--- src/rtl/drive_sequencer_if.sv ---
// drive_sequencer_if: bundle between the pattern buffer / gate drivers and
// drive_sequencer.
//
// Signals:
//   pwm          PWM phase (1 = P side active, 0 = N side active)
//   p_drive      P-side pattern, applied while pwm = 1
//   n_drive      N-side pattern, applied while pwm = 0
//   tweak_delay  cycles from drive start to tweak start
//   tweak_en     per-bit tweak enables
//   p_gate       registered P gate drive
//   n_gate       registered N gate drive
//   tweak_out    registered tweak pulses
//   phase        registered sequencer state (0 DEAD, 1 WAIT, 2 TWEAK, 3 HOLD)
//   fault        sticky P/N overlap fault
//
// Handshake: there is no valid/ready pair. The producer holds the pattern
// inputs steady and the sequencer samples them only on the cycle it leaves
// DEAD; pwm is sampled on every rising edge.
//
// Modports: master = pattern source / observer, slave = drive_sequencer.

interface drive_sequencer_if #(
    parameter int buffer_width = 8
);
    logic                    pwm;
    logic [buffer_width-1:0] p_drive;
    logic [buffer_width-1:0] n_drive;
    logic [buffer_width-1:0] tweak_delay;
    logic [7:0]              tweak_en;
    logic [buffer_width-1:0] p_gate;
    logic [buffer_width-1:0] n_gate;
    logic [7:0]              tweak_out;
    logic [1:0]              phase;
    logic                    fault;

    modport master (
        output pwm, p_drive, n_drive, tweak_delay, tweak_en,
        input  p_gate, n_gate, tweak_out, phase, fault
    );

    modport slave (
        input  pwm, p_drive, n_drive, tweak_delay, tweak_en,
        output p_gate, n_gate, tweak_out, phase, fault
    );
endinterface

--- src/rtl/drive_sequencer.sv ---
// drive_sequencer: output stage between the pattern buffer and the power
// drivers. Every PWM transition forces all gates off for dead_time cycles,
// then applies the pattern of the active phase and fires the tweak pulses
// tweak_delay cycles later for tweak_width cycles.
//
// Ports:
//   clk    sole clock, rising edge
//   rst_n  asynchronous active-low reset
//   bus    drive_sequencer_if.slave (pattern inputs, gate/tweak outputs,
//          phase = current state, fault)
//
// Optional feature: define DRIVE_FAULT_EN to enable the sticky overlap fault
// that blanks all outputs once p_drive & n_drive overlap at a latch. When
// undefined, fault is tied to 0 and patterns are applied unchecked.

module drive_sequencer #(
    parameter int buffer_width = 8,
    parameter int dead_time    = 4,
    parameter int tweak_width  = 4
) (
    input  logic               clk,
    input  logic               rst_n,
    drive_sequencer_if.slave   bus
);
    typedef enum logic [1:0] {
        DEAD  = 2'd0,
        WAIT  = 2'd1,
        TWEAK = 2'd2,
        HOLD  = 2'd3
    } state_t;

    localparam logic [buffer_width-1:0] dead_load  = buffer_width'(dead_time - 1);
    localparam logic [buffer_width-1:0] tweak_load = buffer_width'(tweak_width - 1);
    localparam logic [buffer_width-1:0] one        = buffer_width'(1);

    state_t                  state;
    logic                    pwm_prev;
    logic [buffer_width-1:0] cnt;        // shared dead / delay / width counter
    logic [7:0]              tweak_en_q;
    logic [buffer_width-1:0] p_gate_q;
    logic [buffer_width-1:0] n_gate_q;
    logic [7:0]              tweak_q;
    logic                    pwm_edge;
    logic                    latch_now;
    logic                    block_drive;

    assign pwm_edge  = (bus.pwm != pwm_prev);
    // The pattern is captured on the last DEAD cycle unless an edge pre-empts it.
    assign latch_now = (state == DEAD) && !pwm_edge && (cnt == '0);

`ifdef DRIVE_FAULT_EN
    logic fault_q;

    // Blank the outputs both on the latch that detects the overlap and forever after.
    assign block_drive = fault_q | (|(bus.p_drive & bus.n_drive));

    always_ff @(posedge clk or negedge rst_n) begin
        if (!rst_n) begin
            fault_q <= 1'b0;
        end else if (latch_now && (|(bus.p_drive & bus.n_drive))) begin
            fault_q <= 1'b1;
        end
    end

    assign bus.fault = fault_q;
`else
    assign block_drive = 1'b0;
    assign bus.fault   = 1'b0;
`endif

    always_ff @(posedge clk or negedge rst_n) begin
        if (!rst_n) begin
            state      <= DEAD;
            cnt        <= dead_load;
            pwm_prev   <= 1'b0;
            tweak_en_q <= '0;
            p_gate_q   <= '0;
            n_gate_q   <= '0;
            tweak_q    <= '0;
        end else begin
            pwm_prev <= bus.pwm;
            if (pwm_edge) begin
                // An edge wins over everything: restart dead time with all outputs off.
                state    <= DEAD;
                cnt      <= dead_load;
                p_gate_q <= '0;
                n_gate_q <= '0;
                tweak_q  <= '0;
            end else begin
                case (state)
                    DEAD: begin
                        if (cnt == '0) begin
                            p_gate_q   <= (bus.pwm && !block_drive) ? bus.p_drive : '0;
                            n_gate_q   <= (!bus.pwm && !block_drive) ? bus.n_drive : '0;
                            tweak_en_q <= block_drive ? 8'h00 : bus.tweak_en;
                            if (bus.tweak_delay == '0) begin
                                state   <= TWEAK;
                                tweak_q <= block_drive ? 8'h00 : bus.tweak_en;
                                cnt     <= tweak_load;
                            end else begin
                                state <= WAIT;
                                cnt   <= bus.tweak_delay - one;
                            end
                        end else begin
                            cnt <= cnt - one;
                        end
                    end
                    WAIT: begin
                        if (cnt == '0) begin
                            state   <= TWEAK;
                            tweak_q <= tweak_en_q;
                            cnt     <= tweak_load;
                        end else begin
                            cnt <= cnt - one;
                        end
                    end
                    TWEAK: begin
                        if (cnt == '0) begin
                            state   <= HOLD;
                            tweak_q <= '0;
                        end else begin
                            cnt <= cnt - one;
                        end
                    end
                    default: begin
                        // HOLD: gates stay as latched until the next edge.
                    end
                endcase
            end
        end
    end

    assign bus.p_gate    = p_gate_q;
    assign bus.n_gate    = n_gate_q;
    assign bus.tweak_out = tweak_q;
    assign bus.phase     = state;

endmodule
--- src/flat_wrapper.sv ---
// flat-port wrapper written by rule: the top's interface ports become plain ports
module drive_sequencer_flat 
#(
    parameter int buffer_width = 8,
    parameter int dead_time    = 4,
    parameter int tweak_width  = 4
)
  (clk, rst_n, bus_pwm, bus_p_drive, bus_n_drive, bus_tweak_delay, bus_tweak_en, bus_p_gate, bus_n_gate, bus_tweak_out, bus_phase, bus_fault);
  drive_sequencer_if #(.buffer_width(buffer_width)) bus_i ();
  input  logic clk;
  input  logic rst_n;
  input wire logic [$bits(bus_i.pwm)-1:0] bus_pwm;
  input wire logic [$bits(bus_i.p_drive)-1:0] bus_p_drive;
  input wire logic [$bits(bus_i.n_drive)-1:0] bus_n_drive;
  input wire logic [$bits(bus_i.tweak_delay)-1:0] bus_tweak_delay;
  input wire logic [$bits(bus_i.tweak_en)-1:0] bus_tweak_en;
  output wire logic [$bits(bus_i.p_gate)-1:0] bus_p_gate;
  output wire logic [$bits(bus_i.n_gate)-1:0] bus_n_gate;
  output wire logic [$bits(bus_i.tweak_out)-1:0] bus_tweak_out;
  output wire logic [$bits(bus_i.phase)-1:0] bus_phase;
  output wire logic [$bits(bus_i.fault)-1:0] bus_fault;
  assign bus_i.pwm = bus_pwm;
  assign bus_i.p_drive = bus_p_drive;
  assign bus_i.n_drive = bus_n_drive;
  assign bus_i.tweak_delay = bus_tweak_delay;
  assign bus_i.tweak_en = bus_tweak_en;
  assign bus_p_gate = bus_i.p_gate;
  assign bus_n_gate = bus_i.n_gate;
  assign bus_tweak_out = bus_i.tweak_out;
  assign bus_phase = bus_i.phase;
  assign bus_fault = bus_i.fault;
  drive_sequencer #(.buffer_width(buffer_width), .dead_time(dead_time), .tweak_width(tweak_width)) u_core (.clk(clk), .rst_n(rst_n), .bus(bus_i));
endmodule
--- config.mk ---
export PLATFORM = sky130hd
export DESIGN_NAME = drive_sequencer_flat
export DESIGN_NICKNAME = d
export VERILOG_FILES = /design/src/rtl/drive_sequencer_if.sv /design/src/rtl/drive_sequencer.sv /design/src/flat_wrapper.sv
export SDC_FILE = /design/constraint.sdc
export NUM_CORES = 1
export LEC_CHECK = 0
export BUFFER_PORTS_ARGS = -buffer_cell sky130_fd_sc_hd__buf_2
export CORE_ASPECT_RATIO = 0.5
export CORE_UTILIZATION = 30
export CTS_BUF_LIST = sky130_fd_sc_hd__clkbuf_16
export DETAILED_ROUTE_END_ITERATION = 6
export SYNTH_ARGS = -nofsm -noshare
export SYNTH_HDL_FRONTEND = slang
export SYNTH_SLANG_ARGS = --single-unit
--- constraint.sdc ---
create_clock -name clk -period 6.3 [get_ports clk]
set_clock_uncertainty 0.15 [all_clocks]
set_input_delay 0.945 -clock clk [delete_from_list [all_inputs] [get_ports clk]]
set_output_delay 0.945 -clock clk [all_outputs]
set_load 0.05 [all_outputs]
# Word level (Yosys, flattened, before mapping)
# Index checks and enable logic that the tools add are counted.
# totals
ff_bits	43
in_bits	35
output_inout_bits	27
elab_cells	55
# classes
bitwise_logic	1
mux	26
eq_ne	8
addsub	2
reduce_logical	11
# op_table
op	count
two-way mux 8 bit	18
case mux 8 bit (3 select lines)	2
zero test 8 bit	2
subtractor 8 x 1 -> 8 bit (second input constant)	2
two-way mux 2 bit	5
!= test 3 x 2 -> 1 bit (second input constant)	3
!= test 3 x 1 -> 1 bit (second input constant)	2
case mux 2 bit (3 select lines)	1
AND reduction 5 bit	1
AND reduction 2 bit	2
AND reduction 4 bit	1
nonzero test 2 bit	2
nonzero test 4 bit	1
AND reduction 3 bit	1
equality test 2 x 1 -> 1 bit (second input constant)	1
equality test 2 bit (second input constant)	1
zero test 2 bit	1
!= test 1 bit	1
NOT 1 bit	1

# Logic depth before layout (Yosys ltp)
# depth
ltp_word	5
depth_mapped	9
mapped_depth_nobuf	7

# Worst setup path after synthesis
# No wires, ideal clock.
# synth_timing
kind	input -> register
startpoint	input port bus_tweak_delay[0]
endpoint	register u_core.tweak_q[6] (netlist: u_core.bus.tweak_out[6])
cell_stages	9
path_slack_ns	3.123
arrival_ns	2.940
setup_time_ns	0.087
path_buffers	2
required_ns	6.063
path_cell_list	inv_1 ha_1 or4b_4 or4_4 buf_6 a211oi_4 buf_6 nor2_1 a211oi_2
# synth_via
elab_chain_len	3
# synth_rtl
element	line_no	rtl
start, declared	flat_wrapper.sv:15	input wire logic [$bits(bus_i.tweak_delay)-1:0] bus_tweak_delay;
zero test 8 bit	drive_sequencer.sv:96	if (bus.tweak_delay == '0) begin
!= test 3 x 2 -> 1 bit (no line)	--	
AND reduction 5 bit (no line)	--	
end signal, assigned	drive_sequencer.sv:98	tweak_q <= block_drive ? 8'h00 : bus.tweak_en;
end signal, assigned	drive_sequencer.sv:111	tweak_q <= tweak_en_q;
end, declared	drive_sequencer.sv:42	logic [7:0] tweak_q;
# No other way between the ends.
# A chain may end at the register's enable or synchronous reset.

# Final worst setup path
# layout_timing
startpoint	input port bus_tweak_delay[0]
endpoint	register u_core.tweak_q[2] (netlist: u_core.bus.tweak_out[2])
# Same word-level chain as after synthesis.

==> impl.org <==
** Worst setup path
- The worst register-to-register path has a depth of 6.
- Library cell contributing the largest single delay on the critical path :: sky130_fd_sc_hd__a211oi_4
- STA classifies the critical path startpoint as a primary input.
- The worst setup path is captured at a register.
- The kind of cell with the highest combined delay along the critical path is simple AND/OR/NAND/NOR gates.
- Crit Path Class :: in -> reg
- Register-to-register path setup slack :: approximately 3.5 ns
- Slowest cell delay on critical path :: between 0.6 and 0.7 ns
- Data arrival time at the worst-slack endpoint :: 3.30 ns
- The number of buffers and inverters on the critical path is 2.
- STA puts the critical path data required time at between 6 and 7 ns.
- Critical-path cell list :: buf_2 > inv_1 > ha_1 > or4b_4 > or4_4 > a211oi_4 > nor2_1 > a211oi_1
- Along the worst path, the maximum fanout reaches 16.
- The worst register-to-register path ends at u_core.tweak_en_q[1].
- The critical path runs through a total of 8 cells.
- CP Launch Point :: bus_tweak_delay[0]
- The critical path ends at u_core.bus.tweak_out[2].
- Reg-to-Reg Start :: u_core.cnt[2]

** Yosys
- After technology mapping, the gate count stands at 246.
- The average instance in the mapped netlist occupies 9.91 µm².
- Distinct cells, synth :: 51
- Of the post-synthesis cell area, the dominant cell type holds 42.1%.
- Most used standard cell by instance count after synthesis :: sky130_fd_sc_hd__dfrtp_1
- In the synthesized netlist, the cells that appear most often are 41 x sky130_fd_sc_hd__dfrtp_1, 26 x sky130_fd_sc_hd__nand2_1, 18 x sky130_fd_sc_hd__nor2_1.
- Yosys mapped a number of flops with a built-in enable equal to 0.
- Counting flops and latches in the post-synthesis netlist gives 43.
- In the synthesized netlist the dominant register cell turns out to be sky130_fd_sc_hd__dfrtp_1.
- After synthesis the cells add up to 2440 µm².
- Post-synthesis async set-or-reset flop share :: between 90% and 100%
- The number of nets handed over by synthesis was 287.
- Cell type contributing the most total cell area after synthesis :: sky130_fd_sc_hd__dfrtp_1
- During synthesis, Yosys emitted a total of 0 warnings.
- Leading post-synthesis cells by cell area :: sky130_fd_sc_hd__dfrtp_1 42%, sky130_fd_sc_hd__mux2i_1 7.0%, sky130_fd_sc_hd__o22ai_1 4.4%
- Register area share after synthesis :: between 40% and 50%

** CTS
- Clock Path Buffers :: 2
- Counting every sink on the clock net gives 43.
- Number of buffers inserted by hold repair at cts :: 0
- Skew-Pair Late Insertion Delay :: 0.28 ns
- Post-CTS timing repair inserted 0 buffers for setup.
- TritonCTS built the clock tree.
- The H-tree was split into 2 levels.
- TritonCTS created 5 clock buffers.
- Clock-pin slew was measured on the worst setup and hold paths at 0.06 ns.
- Number of gates given a new drive strength after cts :: 0
- Root Buffer Master :: sky130_fd_sc_hd__clkbuf_16

** Timing
- Final-layout worst hold slack :: 0.355 ns
- The worst path uses 51.8% of the clock period.
- Highest achievable clock rate :: 0.306 GHz
- Count of pins over their slew limit :: 0
- The count of endpoints failing hold in the final timing report came to 0.
- Measured against its own limit, the worst slew margin works out to a little over a third.
- RSZ-0062 raised after global routing :: no
- Number of setup violations in the final report :: 0
- Final setup TNS :: 0 ns
- For the pin with the worst max-slew slack, the measured transition is between 0.9 and 1 ns.
- Min Clock Period, post-route :: 3.26 ns

** Global route
- Overall track demand over capacity in global routing :: roughly 14%
- The via count of the first global-routing pass was 1973.
- Wire length of the first global-routing pass :: 9430 µm
- GRT Residual Overflow :: 0
- The initial antenna violation count came to 0.
- Maximum number of pins on one net before global-route repair :: 44

** Routing
- Average wire per cell in the routed design :: 14.2 µm
- Post-route ant nets :: 0
- Summed over all layers, the routed wires come to about 5800 µm.
- Using the TritonRoute via totals, the vias-per-cell ratio works out to just over 5.
- Routed vias :: 2118
- Before antenna repair, the detailed router went through 4 iterations.
- The first routing iteration left 135 violations.
- After detailed routing, the number of remaining DRC violations is 0.

** Floorplanning
- Die W :: 129 µm
- Number of primary I/O pins :: 62
- The die covers 8510 µm².
- In this run the core area contains 22 standard-cell rows.
- Die Span Y :: 65.7 µm
- After floorplanning, the core was sized to cover 7600 µm².
- The initial utilization of the core area, before any placement, comes to 32.1%.

** Finish
- Cells fill 38.8% of the core in the end.
- The repair_antennas step left the layout with diodes totalling 0.
- Of the cells placed in the final design, the portion with a size suffix greater than 1 is 29.2%.
- Post-layout nets :: 341
- Area growth syn-to-layout :: 21.0%

** Status
- The flow ran to the end, and the final reports show no timing, DRC or antenna violations.

** Hold path
- Worst Hold Depth :: 1
- The min-delay analysis places its worst path in the category reg -> reg.

** Job
- Across the run, the number of max-cap violations was 0.

** Power
- For this design the ratio of total power to cell area is 366 nW/µm².
- Sequential fraction of design power :: a little over a third
- Switching power total :: between 0.0004 and 0.0005 W
- Cell internal power was estimated by the tool at 0.000648 W.
- Total power draw :: 0.00108 W
- Combinational logic is responsible for 41.1% of the overall power.
- Summed over all cells, the static leakage comes to 1.44 nW.
- IR analysis of the VDD net gives a maximum drop of between 0.1 and 0.15 mV.
- Per report_power, the clock group accounts for 22.5% of the total.
- Switching power share of the total :: around 40%

** Place
- # port buffers :: 60
- The congestion estimate from routability-driven global placement came to 0.870.
- The wire-length estimate of the detail-placed layout is 4310 µm.
-- sequential cells by signal, indices dropped and copies added (netlist names) --
signal,count
u_core.bus.tweak_out,8
u_core.bus.phase,2
u_core.tweak_en_q,8
u_core.bus.n_gate,8
u_core.bus.p_gate,8
u_core.cnt,8
u_core.pwm_prev,1
-- final cells by class --
type | count | area, µm²
Sequential cell | 43 | 1080
Multi-Input combinational cell | 179 | 1250
Fill cell | 760 | 4650
Clock inverter | 3 | 12.5
Timing Repair Buffer | 62 | 315
Clock buffer | 5 | 125
Tap cell | 108 | 135
Inverter | 9 | 33.8
-- metrics by stage --
stage          area, µm²  std cells  setup slack [ns]
2_1_floorplan       2440        246              3.12
3_3_place_gp        2810        401              2.88
3_5_place_dp        2810        401              2.74
4_1_cts             2950        409              3.04
5_1_grt             2950        409              2.89
6_report            2950        409              3.04
-- worst min path at each step --
| stage | from | endpoint |
|---|---|---|
| after global routing | u_core.tweak_en_q[6] | u_core.tweak_en_q[6] |
| final | u_core.tweak_en_q[6] | u_core.tweak_en_q[6] |
| after detailed placement | u_core.tweak_en_q[6] | u_core.tweak_en_q[6] |
| after CTS | u_core.tweak_en_q[6] | u_core.tweak_en_q[6] |
| after floorplan | u_core.tweak_en_q[0] | u_core.tweak_en_q[0] |
| after global placement | u_core.tweak_en_q[7] | u_core.tweak_en_q[7] |
-- power groups by stage --
stage	Combinational (W)	Clock (W)	Sequential [W]
3_5_place_dp	0.000441	0	0.000397
2_1_floorplan	0.000303	0	0.000428
3_3_place_gp	0.000434	0	0.000394
5_1_grt	0.000488	0.000262	0.000401
4_1_cts	0.000443	0.000251	0.000393
6_report	0.000445	0.000243	0.000393
-- metal layers --
metal  GRT usage (%)  part of all wire [%]  vias up
met4            3.78                   1.0        0
met5               0                     0        -
met2            24.7                    49       45
li1                -                     -     1010
met1            18.3                    47     1056
met3            2.28                   3.5        7
-- cells in the final DEF, fill, tap and decap left out, drive strengths merged, types with 3 or more instances in the layout --
master	synthesis	final
nand2	26	26
buf	6	62
o21ai	8	8
nand3	3	3
clkbuf	9	5
ha	6	6
nor2	18	18
a32oi	5	5
a21oi	7	7
a211oi	10	10
inv	9	11
nor3	7	7
nand2b	3	3
o22ai	17	17
dfrtp	41	41
xnor2	3	3
mux2i	17	17
xor2	5	5
a22oi	9	9
mux2	8	8
-- cell families after synthesis --
group | count (synthesis) | share of synthesized area [%]
other | 1 | 0.154
buffers and inverters | 24 | 4.47
muxes | 25 | 10.7
AOI/OAI and AO/OA | 69 | 20.3
and+or+nand+nor | 70 | 14.2
xor gates and xnor gates | 8 | 2.87
DFF | 43 | 44.3
adders and majority gates | 6 | 3.08
Note: power is estimated with default switching activity, not from simulation.
